`src/rtl/cmplx_mult_driver.sv`:
```
// Host-side driver for one complex multiplier: a command FIFO feeds operands over op_val/op_ready,
// and a result FIFO collects res_val/res_ready results for the host, one operation in flight.
module cmplx_mult_driver #(
    parameter int DATA_WIDTH = 8,
    parameter int RES_WIDTH  = 17,
    parameter int FIFO_DEPTH = 4
) (
    input  logic                  clk,
    input  logic                  sw_rst,
    input  logic                  cmd_wr,
    input  logic [DATA_WIDTH-1:0] cmd_ar,
    input  logic [DATA_WIDTH-1:0] cmd_ai,
    input  logic [DATA_WIDTH-1:0] cmd_br,
    input  logic [DATA_WIDTH-1:0] cmd_bi,
    output logic                  cmd_full,
    output logic                  cmd_ovf,
    output logic                  op_val,
    input  logic                  op_ready,
    output logic [DATA_WIDTH-1:0] op_ar,
    output logic [DATA_WIDTH-1:0] op_ai,
    output logic [DATA_WIDTH-1:0] op_br,
    output logic [DATA_WIDTH-1:0] op_bi,
    input  logic                  res_val,
    output logic                  res_ready,
    input  logic [RES_WIDTH-1:0]  res_re,
    input  logic [RES_WIDTH-1:0]  res_im,
    input  logic                  rd_en,
    output logic [RES_WIDTH-1:0]  rd_re,
    output logic [RES_WIDTH-1:0]  rd_im,
    output logic                  rd_empty,
    output logic [7:0]            issued_cnt,
    output logic [7:0]            done_cnt,
    output logic                  busy
);

    // state    | meaning
    // IDLE     | nothing to issue, waiting for a command
    // ISSUE    | presenting command FIFO head to the multiplier
    // WAIT_RES | operands accepted, waiting for the result
    typedef enum logic [1:0] {
        IDLE     = 2'd0,
        ISSUE    = 2'd1,
        WAIT_RES = 2'd2
    } state_t;

    localparam int AW = $clog2(FIFO_DEPTH);
    localparam int CW = AW + 1;
    localparam logic [CW-1:0] DEPTH_C = CW'(FIFO_DEPTH);
    localparam int CMD_W = 4 * DATA_WIDTH;
    localparam int RES_W = 2 * RES_WIDTH;

    state_t state;

    logic [CMD_W-1:0] cmd_mem [FIFO_DEPTH];
    logic [AW-1:0]    cmd_wp;
    logic [AW-1:0]    cmd_rp;
    logic [CW-1:0]    cmd_count;
    logic [CW-1:0]    cmd_count_nxt;

    logic [RES_W-1:0] res_mem [FIFO_DEPTH];
    logic [AW-1:0]    res_wp;
    logic [AW-1:0]    res_rp;
    logic [CW-1:0]    res_count;
    logic [CW-1:0]    res_count_nxt;

    logic op_fire;
    logic res_fire;
    logic cmd_push;
    logic cmd_pop;
    logic res_push;
    logic res_pop;

    assign op_fire  = op_val & op_ready;
    assign res_fire = res_val & res_ready;
    assign cmd_push = cmd_wr & ~cmd_full;
    assign cmd_pop  = op_fire;
    assign res_push = res_fire;
    assign res_pop  = rd_en & ~rd_empty;

    assign cmd_count_nxt = cmd_count + CW'(cmd_push) - CW'(cmd_pop);
    assign res_count_nxt = res_count + CW'(res_push) - CW'(res_pop);

    assign cmd_full = (cmd_count == DEPTH_C);
    assign rd_empty = (res_count == '0);
    assign busy     = (state != IDLE) || (cmd_count != '0);

    assign {op_ar, op_ai, op_br, op_bi} = cmd_mem[cmd_rp];
    assign {rd_re, rd_im}               = res_mem[res_rp];

    always_ff @(posedge clk) begin
        if (sw_rst) begin
            for (int i = 0; i < FIFO_DEPTH; i++) begin
                cmd_mem[i] <= '0;
            end
            cmd_wp    <= '0;
            cmd_rp    <= '0;
            cmd_count <= '0;
            cmd_ovf   <= 1'b0;
        end else begin
            if (cmd_push) begin
                cmd_mem[cmd_wp] <= {cmd_ar, cmd_ai, cmd_br, cmd_bi};
                cmd_wp          <= cmd_wp + AW'(1);
            end
            if (cmd_pop) begin
                cmd_rp <= cmd_rp + AW'(1);
            end
            if (cmd_wr && cmd_full) begin
                cmd_ovf <= 1'b1;
            end
            cmd_count <= cmd_count_nxt;
        end
    end

    always_ff @(posedge clk) begin
        if (sw_rst) begin
            for (int i = 0; i < FIFO_DEPTH; i++) begin
                res_mem[i] <= '0;
            end
            res_wp    <= '0;
            res_rp    <= '0;
            res_count <= '0;
        end else begin
            if (res_push) begin
                res_mem[res_wp] <= {res_re, res_im};
                res_wp          <= res_wp + AW'(1);
            end
            if (res_pop) begin
                res_rp <= res_rp + AW'(1);
            end
            res_count <= res_count_nxt;
        end
    end

    // res_ready is registered from next-cycle occupancy, so it can never accept into a full FIFO
    always_ff @(posedge clk) begin
        if (sw_rst) begin
            state      <= IDLE;
            op_val     <= 1'b0;
            res_ready  <= 1'b0;
            issued_cnt <= '0;
            done_cnt   <= '0;
        end else begin
            case (state)
                IDLE: begin
                    res_ready <= 1'b0;
                    if (cmd_count != '0) begin
                        state  <= ISSUE;
                        op_val <= 1'b1;
                    end
                end
                ISSUE: begin
                    if (op_fire) begin
                        state      <= WAIT_RES;
                        op_val     <= 1'b0;
                        res_ready  <= (res_count_nxt != DEPTH_C);
                        issued_cnt <= issued_cnt + 8'd1;
                    end
                end
                WAIT_RES: begin
                    if (res_fire) begin
                        done_cnt  <= done_cnt + 8'd1;
                        res_ready <= 1'b0;
                        if (cmd_count_nxt != '0) begin
                            state  <= ISSUE;
                            op_val <= 1'b1;
                        end else begin
                            state <= IDLE;
                        end
                    end else begin
                        res_ready <= (res_count_nxt != DEPTH_C);
                    end
                end
                default: begin
                    state     <= IDLE;
                    op_val    <= 1'b0;
                    res_ready <= 1'b0;
                end
            endcase
        end
    end

endmodule
```
`config.mk`:
```
export PLATFORM = sky130hd
export DESIGN_NAME = cmplx_mult_driver
export DESIGN_NICKNAME = d
export VERILOG_FILES = /design/src/rtl/cmplx_mult_driver.sv
export SDC_FILE = /design/constraint.sdc
export NUM_CORES = 1
export LEC_CHECK = 0
export BUFFER_PORTS_ARGS = -buffer_cell sky130_fd_sc_hd__clkbuf_2
export CAP_MARGIN = 20
export CORE_MARGIN = 1
export CORE_UTILIZATION = 58
export CTS_CLUSTER_DIAMETER = 200
export CTS_CLUSTER_SIZE = 25
export DETAILED_ROUTE_END_ITERATION = 7
export PLACE_DENSITY = 0.8
export RECOVER_POWER = 100
export SYNTH_ARGS = -nofsm -noshare
export SYNTH_HDL_FRONTEND = slang
export SYNTH_SLANG_ARGS = --single-unit
export TNS_END_PERCENT = 20
```
`constraint.sdc`:
```
create_clock -name clk -period 5.12 [get_ports clk]
set_input_delay 0.256 -clock clk [delete_from_list [all_inputs] [get_ports clk]]
set_output_delay 0.256 -clock clk [all_outputs]
set_load 0.02 [all_outputs]
```
==> Yosys cells after proc, flatten, opt, wreduce, memory -nomap -nowiden <==
Memory sizes are Yosys's and may differ from the RTL's. A register that Yosys moved wholly into a read port is not among the register bits.
Cells that the tools add are included.
{ "classes": {"addsub": 10, "n_eq_ne": 8, "muxes": 31, "bitwise_logic": 6, "n_reduce_logical": 13} }
{ "ops": {"columns": ["operator", "count"], "rows": [
  ["$mux 34", 1],
  ["$reduce_or 34->1", 1],
  ["$mux 32", 1],
  ["$reduce_or 32->1", 1],
  ["$mux 2", 9],
  ["$mux 1", 17],
  ["$add 8x1->8 const B", 2],
  ["$add 2x1->2 const B", 4],
  ["$ne 2x2->1 const B", 4],
  ["$add 3x1->3", 2],
  ["$pmux 2 s3", 1],
  ["$reduce_bool 3->1", 2],
  ["$sub 3x1->3", 2],
  ["$and 1x1->1", 4],
  ["$reduce_and 2->1", 2],
  ["$reduce_and 4->1", 1],
  ["$eq 3x3->1 const B", 1],
  ["$logic_not 3->1", 1],
  ["$ne 3x3->1 const B", 1],
  ["$pmux 1 s3", 1],
  ["$reduce_and 3->1", 1],
  ["$eq 2x1->1 const B", 1],
  ["$eq 2x2->1 const B", 1],
  ["$logic_not 2->1", 1],
  ["5 further kinds", 6]
]} }
{ "word_totals": {"regBits": 35, "mem_bits_rw": 264, "memories": 2} }
{ "memory_table": {"columns": ["name", "words", "word_bits", "read_ports", "rd_clocked_by_memory_dff", "write_ports", "line", "source"], "rows": [
  ["res_mem", 4, 34, 1, 1, 4, "60", "logic [RES_W-1:0] res_mem [FIFO_DEPTH];"],
  ["cmd_mem", 4, 32, 1, 1, 4, "54", "logic [CMD_W-1:0] cmd_mem [FIFO_DEPTH];"]
]} }

==> Logic depth before layout (Yosys ltp) <==
{ "logic_depth": {"word_depth": 9, "depth_mapped": 10, "ltp_nobuf": 9} }

==> Worst setup path before layout <==
OpenSTA, ideal clock, no wires.
{ "synth_path": {"kind": "reg2reg", "start": "register res_ready", "end": "memory res_mem[2][0] (netlist name), enable pin", "setup_ns": 0.477, "arrival_time_ns": 3.322, "t_required_ns": 4.643, "setup_slack_ns": 1.321, "path_stages_with_launch": 3, "period_less_slack_ns": 3.799, "cell_sequence": "dfxtp_1 nand2_2 o31ai_1"} }
{ "synth_lines": {"columns": ["element", "line", "source"], "rows": [
  ["start, declared", "24", "output logic res_ready,"],
  ["start signal, assigned", "155", "res_ready <= (res_count_nxt != DEPTH_C);"],
  ["start signal, assigned", "170", "res_ready <= (res_count_nxt != DEPTH_C);"],
  ["end, declared", "60", null]
]} }

==> impl_metrics.yaml <==
cts:
  cts_resized: 0
  clkLatencyLatePin_ns: 0.49
  path_clk_slew_ns: 0.10
  clkSinkCount: 303
  root_buffer: "clkbuf_16"
  htreeDepth: 1
  cts_tree: "done"
  cts_buffers: 16
  cts_max_path_buffers: 3
  post-cts-setup-buffers: 0
  cts_hold_buf: 0
yosys:
  synth_top_area_cell: "edfxtp_1"
  ys_types: 50
  synth_fp_nets: 942
  synth_area_leaders: "edfxtp_1 60%, mux4_2 11%, and3_1 6.3%, and2_1 6.3%, dfxtp_1 5.9%"
  seq_area_frac_synth_pct: 65.59
  syn_area_sq_mm: 0.01328
  avgSynthCellArea_sq_um: 15.47
  synth_async_sr_flop_share_pct: 0
  synth-edff-count: 264
  yosys_warnings: 0
  synthCells: 858
  yosysTopAreaCellShare_pct: 59.71
  ys.flop_type: "edfxtp_1"
  ys_seq_elements: 303
sta:
  rsz0062_at_grt: "no"
  slew_viol_final: 207
  slew_headroom_pct: -51.22
  max_freq_mhz: 289.5
  hold_viol: 0
  setup_viol: 0
  tightest_slew_ns: 2.268
  fin_setup_tns_ns: 0
  fin_crit_ns: 3.455
  finalCritPeriodShare_pct: 67.47
  fin_worst_skew_ns: 0.02378
routing:
  via_count: 7638
  routed_wl_mm: 25.86
  wl_per_cell_um: 20.16
  drt_iter0_markers: 606
  first_pass_iters: 4
  drc_errors: 0
  vias_per_cell: 5.953
  antenna_left: 0
power:
  fin_total_pwr_uw: 5614
  vdd_drop_max_mv: 0.2465
  p_leak_uw: 0.005679
  p_per_area_mw_per_mm2: 383.6
final_layout:
  final_area_sq_mm: 0.01463
  area_growth_pct: 10.22
  multi_input_area_sq_mm: 0.004217
  fillCellCount: 1631
  seq_area_sq_mm: 0.008712
  layout.nets: 1076
  stdcell_count: 1283
  drive_gt1_share_pct: 18.26
floorplanning:
  die_y_um: 153.3
  core_area_sq_mm: 0.02216
  die_w_um: 153.3
  ioPinCount: 160
  start_util_pct: 59.91
  row_count: 54
  die_area_sq_mm: 0.02350
placement:
  placed_area_sq_mm: 0.01432
  dp.cells: 1254
  portBuffers: 159
  globalplace.congestion: 0.7849
  dp_hpwl_mm: 15.22
status:
  status: "finished with violations"
  failed_checks: "max-capacitance violations, max-slew violations"
global_routing:
  grt_max_degree: 103
  antenna_found_initial: 2
  grt_pass1_wl_mm: 40.78
  grt_overflow: 0
  grt_pass1_vias: 7719
  grtUsageTotal_pct: 22.32
hold_path:
  hold_class: "input port to register"
worst_setup_path:
  crit_path_end_kind: "register"
  cp_data_required_time_ns: 5.24
  cp-start-kind: "register"
  crit_arrival_ns: 3.58
  critPathMaxFanout: 35
  path_class: "register to register"
flow_run:
  maxCapViolCount: 6
[per-layer routing]
metal | up-vias | global-route usage [%] | wire length (um)
met5 | - | 0 | 13
met4 | 2 | 6.301 | 539
met1 | 3802 | 29.91 | 10740
met2 | 278 | 38.44 | 12820
li1 | 3516 | - | -
met3 | 40 | 3.034 | 1744
[kinds of logic (layout without fill, tap and decap cells)]
family,after synthesis,after routing,share of synthesized area (%)
flip-flops,303,303,65.59
multiplexers,69,69,11.43
XOR/XNOR,12,12,1.018
other,0,1,0
adder cells (fa/ha/maj),12,12,1.244
AO/OA/AOI/OAI,39,39,1.960
AND/OR/NAND/NOR,344,344,15.98
buffers and inverters,79,223,2.771
[critical path: stages (launching register included)]
cell and delay, ns:
dfxtp_1 0.49, nand2_1 0.27, nor4_1 0.23, clkbuf_1 1.16, or2_2 0.91
[worst paths after layout]
path	to	slack, ns	cells past startpoint	start
setup / recovery	res_mem[0][25]	1.67	4	res_ready
hold / removal	res_mem[3][22]	0.07	2	res_re[5]
setup reg to reg	res_mem[0][25]	1.67	4	res_ready
hold reg to reg	cmd_ovf	0.49	2	cmd_ovf
[per-stage QoR]
stage / utilization [%] / setup slack (ns) / hold slack (ns)
6_report: 66.03 / 1.665 / 0.06536
2_1_floorplan: - / 1.321 / 0.4365
3_3_place_gp: 64.60 / 2.485 / 0.4540
3_5_place_dp: 64.60 / 2.402 / 0.4668
4_1_cts: 66.82 / 2.385 / 0.05318
5_1_grt: 66.03 / 1.408 / 0.05609
[synth_stat cells, drive strengths merged, types with 5 or more instances]
master  count
mux4       66
inv        17
and3      134
edfxtp    264
or4         8
ha         10
xor2        6
nand4       6
a21oi      12
nand3       9
nand2       7
buf        21
nor2       23
nor2b       8
dfxtp      39
clkbuf     39
o31ai      10
and2      133
o21ai       5
[cell usage in the layout, fill, tap and decap left out, types with 4 or more instances in the layout]
cell       instances
edfxtp_1         264
and3_1           134
clkbuf_1         103
and2_1            78
clkbuf_2          74
mux4_2            66
and2_0            55
dfxtp_1           36
nor2_1            21
inv_1             17
clkbuf_16         17
a21oi_1           12
ha_1              10
o31ai_1            9
nand3_1            9
buf_4              9
or4_1              8
nand2_1            7
nand4_1            6
xor2_1             6
nor2b_1            5
o21ai_0            4
xnor2_1            4
[final cells by class]
cell class	count	share of cell area [%]
sequential	303	59.53
timing repair buffer	176	5.378
inverter	19	0.4959
antenna	1	0.01710
tap	280	2.394
clock buffer	27	3.163
clock inverter	1	0.2052
multi-input combinational	476	28.81
[flip-flops by register name (all words and copies together), names as in the netlist, named ones only]
signal,flops
cmd_rp,2
done_cnt,8
cmd_count,3
res_wp,2
cmd_mem,128
res_rp,2
res_ready,1
res_mem,136
res_count,3
issued_cnt,8
cmd_wp,2
op_val,1
cmd_ovf,1
state,2
[report_power, final]
part | leakage [uW] | total [uW] | internal (uW) | switching (uW)
Combinational | 0.00239 | 1250 | 506 | 746
Sequential | 0.00305 | 2970 | 2880 | 92.4
Clock | 0.000233 | 1390 | 637 | 752
Total | 0.00568 | 5610 | 4020 | 1590
Note: power is estimated with default switching activity, not from simulation.
